`src/rtl/alsu_pipe.sv`:
```
// Handshaked arithmetic/logic/shift unit with a bit-serial shift/rotate engine.
// Operands are WIDTH-bit signed; the result register is 2*WIDTH bits wide.
//
// state | meaning
// ------+---------------------------------------------------------------
// IDLE  | ready for a request; inputs are captured on in_valid
// EXEC  | computing: single-cycle result, or shifting 1 bit per clock
// DONE  | result held on out until the consumer takes it
module alsu_pipe #(
  parameter int WIDTH          = 4,
  parameter     INPUT_PRIORITY = "A",
  parameter     FULL_ADDER     = "ON",
  parameter int LED_W          = 16
) (
  input  logic                            clk,
  input  logic                            rst,
  input  logic                            in_valid,
  output logic                            in_ready,
  input  logic signed [WIDTH-1:0]         A,
  input  logic signed [WIDTH-1:0]         B,
  input  logic                            cin,
  input  logic [2:0]                      opcode,
  input  logic                            red_op_A,
  input  logic                            red_op_B,
  input  logic                            bypass_A,
  input  logic                            bypass_B,
  input  logic                            direction,
  input  logic                            serial_in,
  input  logic [$clog2(2*WIDTH)-1:0]      sh_amt,
  output logic                            out_valid,
  input  logic                            out_ready,
  output logic signed [2*WIDTH-1:0]       out,
  output logic [LED_W-1:0]                leds
);

  localparam int OUT_W  = 2 * WIDTH;
  localparam int SH_W   = $clog2(OUT_W);
  localparam bit PRIO_A = (INPUT_PRIORITY == "A");
  localparam bit FA_ON  = (FULL_ADDER == "ON");

  localparam logic [1:0] IDLE = 2'd0;
  localparam logic [1:0] EXEC = 2'd1;
  localparam logic [1:0] DONE = 2'd2;

  logic [1:0]              state;
  logic [SH_W-1:0]         cnt;
  logic signed [WIDTH-1:0] a_q, b_q;
  logic                    cin_q, ra_q, rb_q, ba_q, bb_q, dir_q, si_q;
  logic [2:0]              op_q;

  logic                    accept;
  logic                    load_shift;
  logic                    invalid_c, bypass_c, show_inv;
  logic [OUT_W-1:0]        a_ext, b_ext, cin_ext, bw_ext;
  logic [WIDTH-1:0]        bw, red_src;
  logic                    rbit, fill_l, fill_r;
  logic [OUT_W-1:0]        result_c, shift_c;

  assign in_ready  = (state == IDLE);
  assign out_valid = (state == DONE);
  assign accept    = (state == IDLE) && in_valid;

  // A shift/rotate only runs serially when nothing overrides it: any bypass
  // wins, and any reduction flag makes opcodes 4/5 invalid.
  assign load_shift = (opcode == 3'd4 || opcode == 3'd5) &&
                      !(bypass_A || bypass_B) && !(red_op_A || red_op_B);

  assign invalid_c = ((ra_q || rb_q) && (op_q[2:1] != 2'b00)) || (op_q[2:1] == 2'b11);
  assign bypass_c  = ba_q || bb_q;
  assign show_inv  = invalid_c && !bypass_c;

  assign a_ext   = {{WIDTH{a_q[WIDTH-1]}}, a_q};
  assign b_ext   = {{WIDTH{b_q[WIDTH-1]}}, b_q};
  assign cin_ext = {{(OUT_W-1){1'b0}}, cin_q & FA_ON};
  assign bw      = op_q[0] ? (a_q ^ b_q) : (a_q | b_q);
  assign bw_ext  = {{WIDTH{bw[WIDTH-1]}}, bw};
  assign red_src = (ra_q && rb_q) ? (PRIO_A ? a_q : b_q) : (ra_q ? a_q : b_q);
  assign rbit    = op_q[0] ? ^red_src : |red_src;

  // Rotate (opcode 5) recirculates the outgoing bit; shift (4) takes serial_in.
  assign fill_l  = op_q[0] ? out[OUT_W-1] : si_q;
  assign fill_r  = op_q[0] ? out[0] : si_q;
  assign shift_c = dir_q ? {out[OUT_W-2:0], fill_l} : {fill_r, out[OUT_W-1:1]};

  // Result selection in priority order: dual bypass, bypass A, bypass B, invalid, opcode.
  always_comb begin
    result_c = '0;
    if (ba_q && bb_q)      result_c = PRIO_A ? a_ext : b_ext;
    else if (ba_q)         result_c = a_ext;
    else if (bb_q)         result_c = b_ext;
    else if (invalid_c)    result_c = '0;
    else begin
      case (op_q)
        3'd0, 3'd1: result_c = (ra_q || rb_q) ? {{(OUT_W-1){1'b0}}, rbit} : bw_ext;
        3'd2:       result_c = a_ext + b_ext + cin_ext;
        3'd3:       result_c = a_ext * b_ext;
        3'd4, 3'd5: result_c = out;
        default:    result_c = '0;
      endcase
    end
  end

  // Request capture; these registers stay stable for the whole operation.
  always_ff @(posedge clk or negedge rst) begin
    if (!rst) begin
      a_q   <= '0;
      b_q   <= '0;
      cin_q <= 1'b0;
      op_q  <= '0;
      ra_q  <= 1'b0;
      rb_q  <= 1'b0;
      ba_q  <= 1'b0;
      bb_q  <= 1'b0;
      dir_q <= 1'b0;
      si_q  <= 1'b0;
    end else if (accept) begin
      a_q   <= A;
      b_q   <= B;
      cin_q <= cin;
      op_q  <= opcode;
      ra_q  <= red_op_A;
      rb_q  <= red_op_B;
      ba_q  <= bypass_A;
      bb_q  <= bypass_B;
      dir_q <= direction;
      si_q  <= serial_in;
    end
  end

  // Control FSM with shift down-counter, result register and invalid indicator.
  always_ff @(posedge clk or negedge rst) begin
    if (!rst) begin
      state <= IDLE;
      cnt   <= '0;
      out   <= '0;
      leds  <= '0;
    end else begin
      case (state)
        IDLE: begin
          if (in_valid) begin
            cnt   <= load_shift ? sh_amt : '0;
            state <= EXEC;
          end
        end
        EXEC: begin
          if (cnt == '0) begin
            out   <= result_c;
            leds  <= show_inv ? '1 : '0;
            state <= DONE;
          end else begin
            out <= shift_c;
            cnt <= cnt - 1'b1;
          end
        end
        DONE: begin
          if (out_ready) begin
            state <= IDLE;
            leds  <= '0;
          end else if (show_inv) begin
            leds <= ~leds;
          end
        end
        default: state <= IDLE;
      endcase
    end
  end

endmodule

```
`config.mk`:
```
export PLATFORM = sky130hd
export DESIGN_NAME = alsu_pipe
export DESIGN_NICKNAME = d
export VERILOG_FILES = /design/src/rtl/alsu_pipe.sv
export SDC_FILE = /design/constraint.sdc
export NUM_CORES = 1
export LEC_CHECK = 0
export ABC_AREA = 1
export BUFFER_PORTS_ARGS = -buffer_cell sky130_fd_sc_hd__clkbuf_2
export CAP_MARGIN = 20
export CORE_MARGIN = 2
export CORE_UTILIZATION = 63
export CTS_BUF_LIST = sky130_fd_sc_hd__clkbuf_8 sky130_fd_sc_hd__clkbuf_16
export CTS_CLUSTER_SIZE = 30
export DETAILED_ROUTE_END_ITERATION = 8
export PLACE_DENSITY = 0.87
export SLEW_MARGIN = 20
export SYNTH_ARGS = -nofsm -noshare
export SYNTH_HDL_FRONTEND = slang
export SYNTH_SLANG_ARGS = --single-unit
export TNS_END_PERCENT = 10
```
`constraint.sdc`:
```
create_clock -name clk -period 9.5 [get_ports clk]
set_input_delay 0.95 -clock clk [delete_from_list [all_inputs] [get_ports clk]]
set_output_delay 0.95 -clock clk [all_outputs]
set_load 0.05 [all_outputs]
```
; ---- Word-level counts from Yosys, hierarchy flattened
; Index checks and enable logic that the tools add are counted.
[totals]
output_inout_bits = 26
regBits = 47
mem_bits_ro = 0
ramBits = 0
mem_count = 0
latchBits = 0
[classes]
n_eq_ne = 16
n_reduce_logical = 30
n_mux = 27
bitwise_logic = 3
div = 0
n_lt_le_gt_ge = 0
mul = 1
shifts = 0
n_addsub = 3
[op_table]
columns = operator, n
row1 = two-way mux 16 bit, 4
row2 = two-way mux 8 bit, 7
row3 = one-hot mux 16 bit (2 select lines), 1
row4 = one-hot mux 8 bit (4 select lines), 1
row5 = inverter 16 bit, 1
row6 = equality test 3 bit (second input constant), 4
row7 = two-way mux 4 bit, 3
row8 = two-way mux 3 bit, 3
row9 = AND reduction 3 bit, 3
row10 = multiplier 4 x 4 -> 8 bit, 1
row11 = logical AND 1 bit, 7
row12 = adder 5 x 2 -> 6 bit, 1
row13 = equality test 3 x 2 -> 1 bit (second input constant), 2
row14 = zero test 3 bit, 2
row15 = logical OR 1 bit, 6
row16 = two-way mux 2 bit, 3
row17 = != test 2 bit (second input constant), 3
row18 = != test 6 bit (second input constant), 1
row19 = one-hot mux 2 bit (3 select lines), 1
row20 = one-hot mux 3 bit (2 select lines), 1
row21 = nonzero test 2 bit, 3
row22 = adder 4 x 4 -> 5 bit, 1
row23 = equality test 2 bit (second input constant), 2
row24 = bitwise OR 4 bit, 1
row25 = 13 further kinds, 18

; ---- Depth between registers and ports, before layout
[depth]
word_depth = 11
depth_mapped = 24
depth_no_buf = 24

; ---- Worst setup path before layout
; No wires, ideal clock.
[synth_path]
path_kind = reg-to-reg
start = register a_q[0]
end = register out[7]
setup_slack_ns = 5.921
setup_time_ns = 0.118
arrival_time_ns = 3.461
n_path_buf = 0
period_less_slack_ns = 3.579
stages_incl_launch_ff = 23
cell_sequence = dfrtp_1 inv_1 nand2_1 fa_1 fa_1 fa_1 inv_1 ha_1 fa_1 nand3_1 nand3_1 nand2_1 nand2_1 inv_1 nand2_1 nand3_1 nand2_1 nand2_1 nand2_1 nand2_1 nand2_1 nand2_1 nand2_1
[synth_between]
elab_chain_cells = 8
elab_cells_between_ends = 9
classes_between = add/sub: 2 / mul: 1 / mux: 6
[synth_lines]
columns = element, line
row1 = "start, declared", 47  ; logic signed [WIDTH-1:0] a_q, b_q;
row2 = "start signal, assigned", 106  ; a_q <= '0;
row3 = "start signal, assigned", 117  ; a_q <= A;
row4 = "parallel branches: the longest is 2 deep, another holds multiplier 4 x 4 -> 8 bit", -
row5 = one-hot mux 8 bit (4 select lines) (*), 93  ; case (op_q)
row6 = two-way mux 8 bit (*), 91  ; else if (invalid_c) result_c = '0;
row7 = two-way mux 8 bit (*), 90  ; else if (bb_q) result_c = b_ext;
row8 = two-way mux 8 bit (*), 89  ; else if (ba_q) result_c = a_ext;
row9 = two-way mux 8 bit (*), 88  ; if (ba_q && bb_q) result_c = PRIO_A ? a_ext : b_ext;
row10 = two-way mux 8 bit (*), 146  ; if (cnt == '0) begin
row11 = "end signal, assigned", 147  ; out <= result_c;
row12 = "end signal, assigned", 151  ; out <= shift_c;
row13 = "end, declared", 32  ; output logic signed [2*WIDTH-1:0] out,
; Every way passes the cells marked *.
; A chain may end at the register's enable or synchronous reset.

; ---- Worst setup path in the final report
; Same ends and word-level chain as after synthesis.

==> impl_metrics.csv <==
group,metric,value,unit
synthesis,synth_mux_area_share,6.63,%
synthesis,syn_area,3620,um2
synthesis,syn_avg_cell_area,7.94,um2
placed_design,dp_hpwl,5780,um
cells_and_area,drive_gt1_share,19.3,%
synthesis,synth_xor_area_share,0.484,%
setup_path,crit_family,"adder cells",
worst_hold_path,hold_class,"flip-flop to flip-flop",
sta,tightest_slew,1.01,ns
die,io_pins,51,
synthesis,synth-seq-cells,47,
die,die_h,79.8,um
synthesis,yosysSeqAreaShare,32.5,%
cells_and_area,nets,565,
grt,grt_pass1_vias,3011,
synthesis,yosys.area.top_type_share,32.5,%
routing,postRouteAntennaNets,0,
grt,grt_pass1_wl,13100,um
synthesis,yosys.area_share.simple,22.3,%
grt,track_usage,25.9,%
cells_and_area,instances_no_fill,574,
grt,grt_overflow,0,
sta,finClkSkew,0.00636,ns
die,die_w,79.8,um
setup_path,critPathLaunchType,"flip-flop",
cts,htree_levels,2,
routing,wire_per_inst,13.5,um
cts,postCtsResizedCells,0,
routing,drc_errors,0,
setup_path,crit_slowest_cell,"fa_1",
cts,path_clk_slew,0.10,ns
cts,numCtsBuffers,5,
synthesis,yosysMostFrequentCell,"nand2_1",
setup_path,cp-end-kind,"flip-flop",
setup_path,cp.required,9.75,ns
setup_path,arrival,4.14,ns
sta,fin_setup_tns,0,ns
placed_design,place.gp.congestion,0.924,
sta,setup_viol,0,
routing,vias,3111,
die,die_area,6370,um2
cts,clock_path_buffers,2,
grt,grt_max_degree,48,
setup_path,path_common_cell,"nand2_1",
sta,relSlewSlack,32.2,%
cts,cts_tree,"done",
cts,clock_latency,0.30,ns
synthesis,synthTopCellsByCount,"113 x nand2_1, 64 x inv_1, 47 x dfrtp_1",
sta,finalCritPeriodShare,40.9,%
cts,cts_hold_buf,0,
synthesis,synthDominantAreaCellType,"dfrtp_1",
placed_design,port-buffer-count,50,
cts,cts_root_buffer,"clkbuf_8",
setup_path,critPathKind,"flip-flop to flip-flop",
sta,rsz0062_at_grt,"no",
sta,slew_viol_final,0,
setup_path,worstPathMaxFanout,5,
flow_run,maxCapViolCount,0,
sta,finalHoldViolations,0,
setup_path,crit_chain,"inv_1, nand2_1, fa_1, fa_1, fa_1, inv_1, ha_1, fa_1, inv_1, nor2_1, nor2_1, nand2_1, nand2_1, inv_1, nand2_1, nand3_1, nand2_1, nand2_1, nand2_1, nand2_1, nand2_1, nand2_1, nand2_1",
setup_path,slowest_delay,0.58,ns
synthesis,synthArstFlopShare,100,%
cts,cts_setup_buffers,0,
synthesis,synth_fa_ha_area_share,15.8,%
synthesis,yosys_warnings,0,
die,start_util,65.4,%
setup_path,path_buf_inv,4,
cells_and_area,diodes,0,
cts,cts.sinks,47,
die,num_rows,27,
synthesis,dominantRegCellSynth,"dfrtp_1",
synthesis,synth_top_family_by_area,"simple AND/OR/NAND/NOR gates",
routing,wl,7780,um
grt,grt_antenna_before_repair,0,
synthesis,synth_edf_count,0,
synthesis,yosysUniqueCellTypes,39,
synthesis,synth_area_leaders,"dfrtp_1 32%, nand2_1 12%, ha_1 9.7%, inv_1 6.6%, fa_1 6.1%",
die,core_area,5540,um2
sta,max_freq,257,MHz
placed_design,placedCellCount,566,
synthesis,synth_compound_area_share,13.3,%
synthesis,netlist_instances,456,
outcome,status,"completed",
cells_and_area,fillers,411,
routing,drtPass1Iterations,5,
sta,min_period,3.89,ns
routing,vias_per_cell,5.42,
routing,drt-initial-drc-count,166,
cells_and_area,area_delta_synth_final,11.4,%
synthesis,synth_fp_nets,520,
[worst register-to-register path, cell delays in order (launching register included)]
cell and delay [ns]:
dfrtp_1 0.46, inv_1 0.17, nand2_1 0.10, fa_1 0.58, fa_1 0.45, fa_1 0.51, inv_1 0.04, ha_1 0.22
fa_1 0.43, inv_1 0.09, nor2_1 0.05, nor2_1 0.08, nand2_1 0.05, nand2_1 0.07, inv_1 0.04, nand2_1 0.05
nand3_1 0.06, nand2_1 0.07, nand2_1 0.04, nand2_1 0.07, nand2_1 0.06, nand2_1 0.06, nand2_1 0.04, nand2_1 0.05
[path summary, 6_finish.rpt]
check                               from       end  slack, ns  depth (start not counted)
worst max-delay path              a_q[0]    out[7]       5.61                         23
worst min-delay path            state[1]  state[1]       0.54                          2
worst max register to register    a_q[0]    out[7]       5.61                         23
worst min register to register  state[1]  state[1]       0.54                          2
max in group asynchronous            rst    out[6]       8.39                          2
min in group asynchronous            rst      ra_q       0.71                          2
[cells in the final DEF (no fill, tap or decap), types with 2 or more instances in the layout]
cell,instances
inv_2,3
o211ai_1,4
bufinv_16,2
mux2_2,8
nand2_1,113
nand3_1,19
clkbuf_2,50
dfrtp_1,47
ha_1,28
a21oi_1,32
nor2_1,30
nand2_2,3
nor3_2,2
inv_1,64
a31oi_1,5
fa_1,11
clkbuf_8,5
mux2_4,10
nor2_4,2
o21ai_0,36
o21ai_1,5
or2_2,4
nor4_1,2
[cells by family after synthesis]
logic type,count (synthesis)
and+or+nand+nor,182
AOI/OAI and AO/OA,88
buffers and inverters,80
DFF,47
adders and majority gates,39
muxes,18
xor gates and xnor gates,2
[flip-flops by register name, summed over array words and instances (netlist names)]
register and flops:
a_q 4, b_q 4, ba_q 1, bb_q 1, cin_q 1, cnt 3, dir_q 1, leds 16
op_q 3, out 8, ra_q 1, rb_q 1, si_q 1, state 2
[cell type report]
type,instances,area [um2],share of cell area (%)
multi-input cells,329,2120,52.5
well taps,72,90.1,2.23
inverters,67,251,6.24
clock buffers,5,68.8,1.71
flip-flops and latches,47,1180,29.2
clock inverters,3,71.3,1.77
repair buffers,51,258,6.39
[stage by stage]
| step | instance area, um2 | utilization [%] | hold WS (ns) | worst slack (ns) |
|---|---|---|---|---|
| 2_1_floorplan | 3620 | - | 0.481 | 5.92 |
| 3_3_place_gp | 3890 | 70.3 | 0.499 | 5.80 |
| 3_5_place_dp | 3890 | 70.3 | 0.517 | 5.64 |
| 4_1_cts | 4030 | 72.8 | 0.540 | 5.62 |
| 5_1_grt | 4030 | 72.8 | 0.569 | 5.32 |
| 6_report | 4030 | 72.8 | 0.544 | 5.61 |
[metal layers]
metal / share of wire [%] / GRT usage (%)
met5: 0 / 0
met4: 2.0 / 10.5
met3: 5.1 / 4.75
met2: 48 / 43.4
met1: 45 / 33.2
Power is left out: the tool's default activity adds up to more than one toggle a clock period on the data nets, which glitch-free logic cannot reach.
